==> config.mk <==
export PLATFORM = sky130hd
export DESIGN_NAME = alu_cmd_driver
export DESIGN_NICKNAME = d
export VERILOG_FILES = /design/src/rtl/alu_pkg.sv /design/src/rtl/alu_cmd_fifo.sv /design/src/rtl/alu_cmd_driver.sv
export SDC_FILE = /design/constraint.sdc
export NUM_CORES = 1
export LEC_CHECK = 0
export CAP_MARGIN = 20
export CELL_PAD_IN_SITES_DETAIL_PLACEMENT = 2
export CELL_PAD_IN_SITES_GLOBAL_PLACEMENT = 2
export CORE_MARGIN = 2
export CORE_UTILIZATION = 40
export DETAILED_ROUTE_END_ITERATION = 12
export HOLD_SLACK_MARGIN = 0.08
export PLACE_DENSITY_LB_ADDON = 0.1
export SLEW_MARGIN = 5
export SYNTH_ARGS = -nofsm -noshare
export SYNTH_HDL_FRONTEND = slang
export SYNTH_SLANG_ARGS = --single-unit
==> constraint.sdc <==
create_clock -name clk -period 4.7 [get_ports clk]
set_input_delay 0.705 -clock clk [delete_from_list [all_inputs] [get_ports clk]]
set_output_delay 0.705 -clock clk [all_outputs]
set_load 0.01 [all_outputs]
==> src/rtl/alu_pkg.sv <==
// ---------------------------------------------------------------------------
// alu_pkg
// Shared definitions for the alu command driver and its command FIFO.
//   ALU_WIDTH / ALU_OPW : default operand and opcode widths of the alu
//   FLAG_*              : bit positions inside the packed {S,P,C,Z} flag word
//   state_t             : driver FSM states
//   pack_flags()        : builds the packed flag word from the four alu flags
// ---------------------------------------------------------------------------
package alu_pkg;

    localparam int ALU_WIDTH = 8;
    localparam int ALU_OPW   = 4;

    localparam int FLAG_Z = 0;
    localparam int FLAG_C = 1;
    localparam int FLAG_P = 2;
    localparam int FLAG_S = 3;

    typedef enum logic [1:0] {
        IDLE = 2'd0,
        EXEC = 2'd1,
        RESP = 2'd2
    } state_t;

    function automatic logic [3:0] pack_flags(
        input logic i_s,
        input logic i_p,
        input logic i_c,
        input logic i_z
    );
        logic [3:0] v_f;
        v_f         = 4'b0000;
        v_f[FLAG_S] = i_s;
        v_f[FLAG_P] = i_p;
        v_f[FLAG_C] = i_c;
        v_f[FLAG_Z] = i_z;
        return v_f;
    endfunction

endpackage

==> src/rtl/alu_cmd_fifo.sv <==
// ---------------------------------------------------------------------------
// alu_cmd_fifo
// Synchronous FIFO holding queued alu commands. Head entry is visible on
// o_data whenever the FIFO is non-empty (show-ahead read).
//
// Ports:
//   clk      in   clock, rising edge
//   rst      in   synchronous active-high reset (empties the FIFO)
//   i_push   in   write i_data (ignored when full)
//   i_data   in   DW-bit entry to write
//   i_pop    in   drop the head entry (ignored when empty)
//   o_data   out  head entry
//   o_full   out  no free entry
//   o_empty  out  no valid entry
//
// Pointers carry one extra wrap bit: equal index with differing wrap bit is
// full, fully equal pointers are empty.
// ---------------------------------------------------------------------------
module alu_cmd_fifo #(
    parameter int DW    = 20,
    parameter int DEPTH = 4
) (
    input  logic          clk,
    input  logic          rst,
    input  logic          i_push,
    input  logic [DW-1:0] i_data,
    input  logic          i_pop,
    output logic [DW-1:0] o_data,
    output logic          o_full,
    output logic          o_empty
);

    localparam int AW = $clog2(DEPTH);
    localparam logic [AW:0] PTR_ONE = {{AW{1'b0}}, 1'b1};

    logic [DW-1:0] r_mem [DEPTH];
    logic [AW:0]   r_wr_ptr;
    logic [AW:0]   r_rd_ptr;
    logic          w_wr_en;
    logic          w_rd_en;
    logic          w_same_idx;

    assign w_same_idx = (r_wr_ptr[AW-1:0] == r_rd_ptr[AW-1:0]);
    assign o_empty    = w_same_idx && (r_wr_ptr[AW] == r_rd_ptr[AW]);
    assign o_full     = w_same_idx && (r_wr_ptr[AW] != r_rd_ptr[AW]);

    assign w_wr_en = i_push && !o_full;
    assign w_rd_en = i_pop  && !o_empty;

    assign o_data = r_mem[r_rd_ptr[AW-1:0]];

    always_ff @(posedge clk) begin
        if (rst) begin
            r_wr_ptr <= '0;
            r_rd_ptr <= '0;
        end else begin
            if (w_wr_en) begin
                r_wr_ptr <= r_wr_ptr + PTR_ONE;
            end
            if (w_rd_en) begin
                r_rd_ptr <= r_rd_ptr + PTR_ONE;
            end
        end
    end

    // Storage needs no reset: entries are only visible through the pointers.
    always_ff @(posedge clk) begin
        if (w_wr_en) begin
            r_mem[r_wr_ptr[AW-1:0]] <= i_data;
        end
    end

endmodule

==> src/rtl/alu_cmd_driver.sv <==
// ---------------------------------------------------------------------------
// alu_cmd_driver
// Sequential initiator for the 8-bit combinational alu. Commands arrive on a
// valid/ready stream, are queued in alu_cmd_fifo, driven one at a time into
// the alu from registers, and the captured result/flags are returned on a
// valid/ready response stream in strict command order.
//
// Ports:
//   clk, rst                  clock, synchronous active-high reset
//   cmd_valid/cmd_ready       command handshake (cmd_ready = FIFO not full)
//   cmd_op, cmd_a, cmd_b      opcode and operands
//   alu_a, alu_b, alu_d       registered drive into alu A/B/D
//   alu_out, alu_z/c/p/s      alu result and flags
//   rsp_valid/rsp_ready       response handshake
//   rsp_data, rsp_flags, rsp_op  captured result, {S,P,C,Z}, source opcode
//   err                       sticky zero-flag consistency error
//
// Build option: define ALU_CMD_DRIVER_CHECK_EN to enable the zero-flag
// consistency check; otherwise err is constant 0.
//
// FSM:
//   state | meaning
//   IDLE  | nothing in flight, waiting for a queued command
//   EXEC  | command on alu inputs, alu settling this cycle
//   RESP  | response presented, waiting for rsp_ready
// ---------------------------------------------------------------------------
module alu_cmd_driver
    import alu_pkg::*;
#(
    parameter int WIDTH = ALU_WIDTH,
    parameter int OPW   = ALU_OPW,
    parameter int DEPTH = 4
) (
    input  logic             clk,
    input  logic             rst,
    input  logic             cmd_valid,
    output logic             cmd_ready,
    input  logic [OPW-1:0]   cmd_op,
    input  logic [WIDTH-1:0] cmd_a,
    input  logic [WIDTH-1:0] cmd_b,
    output logic [WIDTH-1:0] alu_a,
    output logic [WIDTH-1:0] alu_b,
    output logic [OPW-1:0]   alu_d,
    input  logic [WIDTH-1:0] alu_out,
    input  logic             alu_z,
    input  logic             alu_c,
    input  logic             alu_p,
    input  logic             alu_s,
    output logic             rsp_valid,
    input  logic             rsp_ready,
    output logic [WIDTH-1:0] rsp_data,
    output logic [3:0]       rsp_flags,
    output logic [OPW-1:0]   rsp_op,
    output logic             err
);

    localparam int FW = OPW + 2 * WIDTH;

    state_t           r_state;
    state_t           w_state_nxt;

    logic [FW-1:0]    w_fifo_wdata;
    logic [FW-1:0]    w_fifo_rdata;
    logic             w_full;
    logic             w_empty;
    logic             w_push;
    logic             w_pop;
    logic             w_capture;
    logic             w_rsp_done;

    logic [WIDTH-1:0] r_alu_a;
    logic [WIDTH-1:0] r_alu_b;
    logic [OPW-1:0]   r_alu_d;
    logic             r_rsp_valid;
    logic [WIDTH-1:0] r_rsp_data;
    logic [3:0]       r_rsp_flags;
    logic [OPW-1:0]   r_rsp_op;

    // No bypass: a full FIFO refuses a push even if a pop happens this cycle.
    assign cmd_ready    = !w_full;
    assign w_push       = cmd_valid && !w_full;
    assign w_fifo_wdata = {cmd_op, cmd_a, cmd_b};

    alu_cmd_fifo #(
        .DW    (FW),
        .DEPTH (DEPTH)
    ) u_fifo (
        .clk     (clk),
        .rst     (rst),
        .i_push  (w_push),
        .i_data  (w_fifo_wdata),
        .i_pop   (w_pop),
        .o_data  (w_fifo_rdata),
        .o_full  (w_full),
        .o_empty (w_empty)
    );

    // -----------------------------------------------------------------------
    // FSM: state register
    // -----------------------------------------------------------------------
    always_ff @(posedge clk) begin
        if (rst) begin
            r_state <= IDLE;
        end else begin
            r_state <= w_state_nxt;
        end
    end

    // -----------------------------------------------------------------------
    // FSM: next state
    // -----------------------------------------------------------------------
    always_comb begin
        w_state_nxt = r_state;
        case (r_state)
            IDLE: begin
                if (!w_empty) begin
                    w_state_nxt = EXEC;
                end
            end
            EXEC: begin
                w_state_nxt = RESP;
            end
            RESP: begin
                if (rsp_ready) begin
                    w_state_nxt = w_empty ? IDLE : EXEC;
                end
            end
            default: begin
                w_state_nxt = IDLE;
            end
        endcase
    end

    // -----------------------------------------------------------------------
    // FSM: outputs
    // -----------------------------------------------------------------------
    always_comb begin
        w_pop      = 1'b0;
        w_capture  = 1'b0;
        w_rsp_done = 1'b0;
        case (r_state)
            IDLE: begin
                w_pop = !w_empty;
            end
            EXEC: begin
                w_capture = 1'b1;
            end
            RESP: begin
                // Chaining the next pop on the accepting cycle keeps the
                // steady-state rate at one response every two cycles.
                w_rsp_done = rsp_ready;
                w_pop      = rsp_ready && !w_empty;
            end
            default: begin
                w_pop = 1'b0;
            end
        endcase
    end

    // -----------------------------------------------------------------------
    // Datapath: alu drive registers and response capture
    // -----------------------------------------------------------------------
    always_ff @(posedge clk) begin
        if (rst) begin
            r_alu_a     <= '0;
            r_alu_b     <= '0;
            r_alu_d     <= '0;
            r_rsp_valid <= 1'b0;
            r_rsp_data  <= '0;
            r_rsp_flags <= '0;
            r_rsp_op    <= '0;
        end else begin
            // alu inputs keep the last command between operations.
            if (w_pop) begin
                {r_alu_d, r_alu_a, r_alu_b} <= w_fifo_rdata;
            end
            if (w_capture) begin
                r_rsp_data  <= alu_out;
                r_rsp_flags <= pack_flags(alu_s, alu_p, alu_c, alu_z);
                r_rsp_op    <= r_alu_d;
                r_rsp_valid <= 1'b1;
            end else if (w_rsp_done) begin
                r_rsp_valid <= 1'b0;
            end
        end
    end

    assign alu_a     = r_alu_a;
    assign alu_b     = r_alu_b;
    assign alu_d     = r_alu_d;
    assign rsp_valid = r_rsp_valid;
    assign rsp_data  = r_rsp_data;
    assign rsp_flags = r_rsp_flags;
    assign rsp_op    = r_rsp_op;

`ifdef ALU_CMD_DRIVER_CHECK_EN
    logic r_err;

    // Zero flag must agree with the result it describes; latch any miss.
    always_ff @(posedge clk) begin
        if (rst) begin
            r_err <= 1'b0;
        end else if (w_capture && (alu_z != (alu_out == '0))) begin
            r_err <= 1'b1;
        end
    end

    assign err = r_err;
`else
    assign err = 1'b0;
`endif

endmodule

==> impl_results.md <==
- Layout cells sized above 1: 14.6%
- GRT Util Overall: 18.4%
- Max Clock Skew: 0.00675 ns
- Worst-path clk slew: 0.06 ns
- Hpwl dp: 6610 um
- Pin count of the biggest net entering global routing: 46
- WL final: 10900 um
- Worst-path fanout max: 25
- Worst path max stage delay: 0.50 ns
- Sink Count: 125
- Area after DPL: 5700 um^2
- Crit path launch type: flip-flop
- Post-synth EDFFs: 80
- Initial Util: 40.5%
- Syn Nets: 372
- CP Class: flip-flop to output port
- Port Buffer Count: 73
- Req. time, crit path: 3.99 ns
- CTS tree: yes
- Logic gate share of total power: 28.0%
- Cell Chain, Critical Path: buf_4 -> xnor2_1 -> nand3_1 -> clkdlybuf4s50_1
- Synth top area share: 49.8%
- Core Footprint: 11900 um^2
- Synth Cell Area: 4820 um^2
- RSZ-0062 raised after global routing: false
- Critical path's slowest cell: clkdlybuf4s50_1
- Sequential-to-total area share from yosys stat: 68.5%
- Top Ports: 75
- Final Cycle Share: 59.4%
- CTS resizes: 0
- Synthesized area per cell: 14.6 um^2
- Longest Clk Path Bufs: 2
- Drt first pass iters: 4
- Antenna cells: 0
- Clk Latency, worst-skew pair: 0.42 ns
- First-pass GRT wire length: 17300 um
- Internal Power: 0.00282 W
- Initial antenna violation count: 0
- Post-CTS Hold Fix Bufs: 0
- WP data arrival: 2.09 ns
- Yosys reg bits: 125
- Status: complete, no violations
- Relative slew slack: 38.2%
- Buffers and inverters on the worst path: 2
- Final setup violation count: 0
- VDD IR max: 0.000346 V
- Dominant cells by area after synthesis: edfxtp_1 50%, dfxtp_1 19%, mux4_2 9.3%
- # fillers: 1100
- Min-Delay Path Class: flip-flop to flip-flop
- # H-tree levels: 4
- Die footprint: 13000 um^2
- Max-slew violations: 0
- Critical Path Sink Type: output port
- Final Net Count: 452
- Routed len/inst: 19.0 um
- Met3 Use GR: 5.42%
- CTS Root Cell: clkbuf_16
- Pin slew with the least headroom to its limit: 0.927 ns
- Ys async rst share: 0%
- Area Growth Syn to Fin: 30.9%
- Top delay family on crit path: buffers and inverters
- Top-count cell post-synth: edfxtp_1
- Synth area leader: edfxtp_1
- Power Density: 624 nW/um^2
- Clock power share: 34.6%
- Vias: 2925
- Die X: 114 um
- Met2 Use GR: 32.1%
- Mapped Cells: 331
- Reg power frac: 37.4%
- Total grt overflow: 0
- Ys flop type: edfxtp_1
- Max Clk Rate: 0.358 GHz
- DR DRC count: 0
- Distinct cells, synth: 35
- Rows: 40
- Die Height: 114 um
- Vias in the first global route: 3241
- Final Critical Period: 2.79 ns
- Setup TNS: 0 ns
- Max_cap viols: 0
- Starting DRC count in detailed routing: 165
- Finished Cell Area: 6310 um^2
- GP Congestion: 0.681
- Number of setup buffers added after CTS: 0
- Yosys warning total: 0
- Synth cell count leaders: 80 x edfxtp_1, 77 x nand2_1, 45 x dfxtp_1
- Sw Share: 28.4%
- Final ANT Viol Nets: 0
- Total CTS buffers: 17
- Vias per cell: 5.12
- Met1 usage: 21.3%
- NetSw: 0.00112 W
- Most Used Layer, Global Route: met2
- Final Hold Fails: 0
- Leak: 2.23 nW
state kept, by name (all words and copies together), names as in the netlist:
signal / cells
r_state: 2
rsp_flags: 4
rsp_valid: 1
u_fifo.r_rd_ptr: 3
alu_a: 8
u_fifo.r_mem: 80
rsp_op: 4
rsp_data: 8
u_fifo.r_wr_ptr: 3
alu_b: 8
alu_d: 4
path summary, 6_finish.rpt:
check	depth (start not counted)	from	slack [ns]	end
setup reg to reg	5	u_fifo.r_rd_ptr[0]	2.02	u_fifo.r_mem[2][9]
hold / removal	2	alu_b[5]	0.46	alu_b[5]
setup / recovery	4	u_fifo.r_rd_ptr[0]	1.91	cmd_ready
hold reg to reg	2	alu_b[5]	0.46	alu_b[5]
layout make-up:
type / count / area [um^2] / area share [%]
Sequential cell: 125 / 3300 / 52.3
Inverter: 5 / 18.8 / 0.297
Tap cell: 147 / 184 / 2.91
Timing Repair Buffer: 81 / 795 / 12.6
Clock buffer: 19 / 443 / 7.02
Clock inverter: 13 / 173 / 2.73
Multi-Input combinational cell: 181 / 1400 / 22.1
layer usage:
layer	part of all wire, %	vias up
met5	0	-
met3	3.6	16
li1	-	1358
met1	42	1491
met4	1.5	0
met2	52	60
worst register-to-register path: stages (launching register included):
cell and delay, ns:
dfxtp_2 0.31, buf_4 0.42, xor2_1 0.28, o31a_1 0.31
and2_1 0.78, buf_4 0.28
layout by cell type (no fill, tap or decap), types with 2 or more instances in the layout:
cell type and count:
xnor2_1 3, clkdlybuf4s50_1 73, xor2_1 3, clkinvlp_4 2, buf_4 7, nor2_1 4
a21oi_1 18, and2_1 4, bufinv_16 4, mux4_2 20, nand2b_1 3, clkbuf_16 17
nand2_1 77, nor3_1 2, edfxtp_1 80, mux2i_1 22, dfxtp_1 44, mux2_1 2
inv_1 4, clkinv_2 5, ha_1 5, nor2b_1 5
logic make-up after synthesis:
kind of cell    Yosys count  share of synthesized area [%]
simple gates             99                           8.66
xor+xnor                  6                           1.09
flops                   125                           68.5
fa+ha+maj                 5                           1.30
other cells               1                         0.0777
buf+inv                  25                           2.59
mux                      44                           14.4
compound gates           26                           3.42
power groups by stage:
stage / clock network [W] / registers [W] / logic, W
after floorplan: 0 / 0.00152 / 0.000657
after global placement: 0 / 0.00148 / 0.00108
after detailed placement: 0 / 0.00150 / 0.00112
after CTS: 0.00139 / 0.00148 / 0.00113
after global routing: 0.00144 / 0.00150 / 0.00121
final: 0.00136 / 0.00147 / 0.00110
metrics by stage:
| step | worst slack [ns] | instances | hold WS [ns] | util, % | total power, W |
|---|---|---|---|---|---|
| floorplan | 2.83 | 331 | 0.481 | - | 0.00218 |
| global placement | 1.83 | 538 | 0.441 | 47.7 | 0.00256 |
| detailed placement | 1.79 | 539 | 0.451 | 47.8 | 0.00262 |
| CTS | 1.86 | 571 | 0.467 | 53.0 | 0.00400 |
| global route | 1.73 | 571 | 0.484 | 53.0 | 0.00414 |
| finish | 1.91 | 571 | 0.462 | 53.0 | 0.00394 |
No activity file was read; power rests on OpenSTA's default activity.
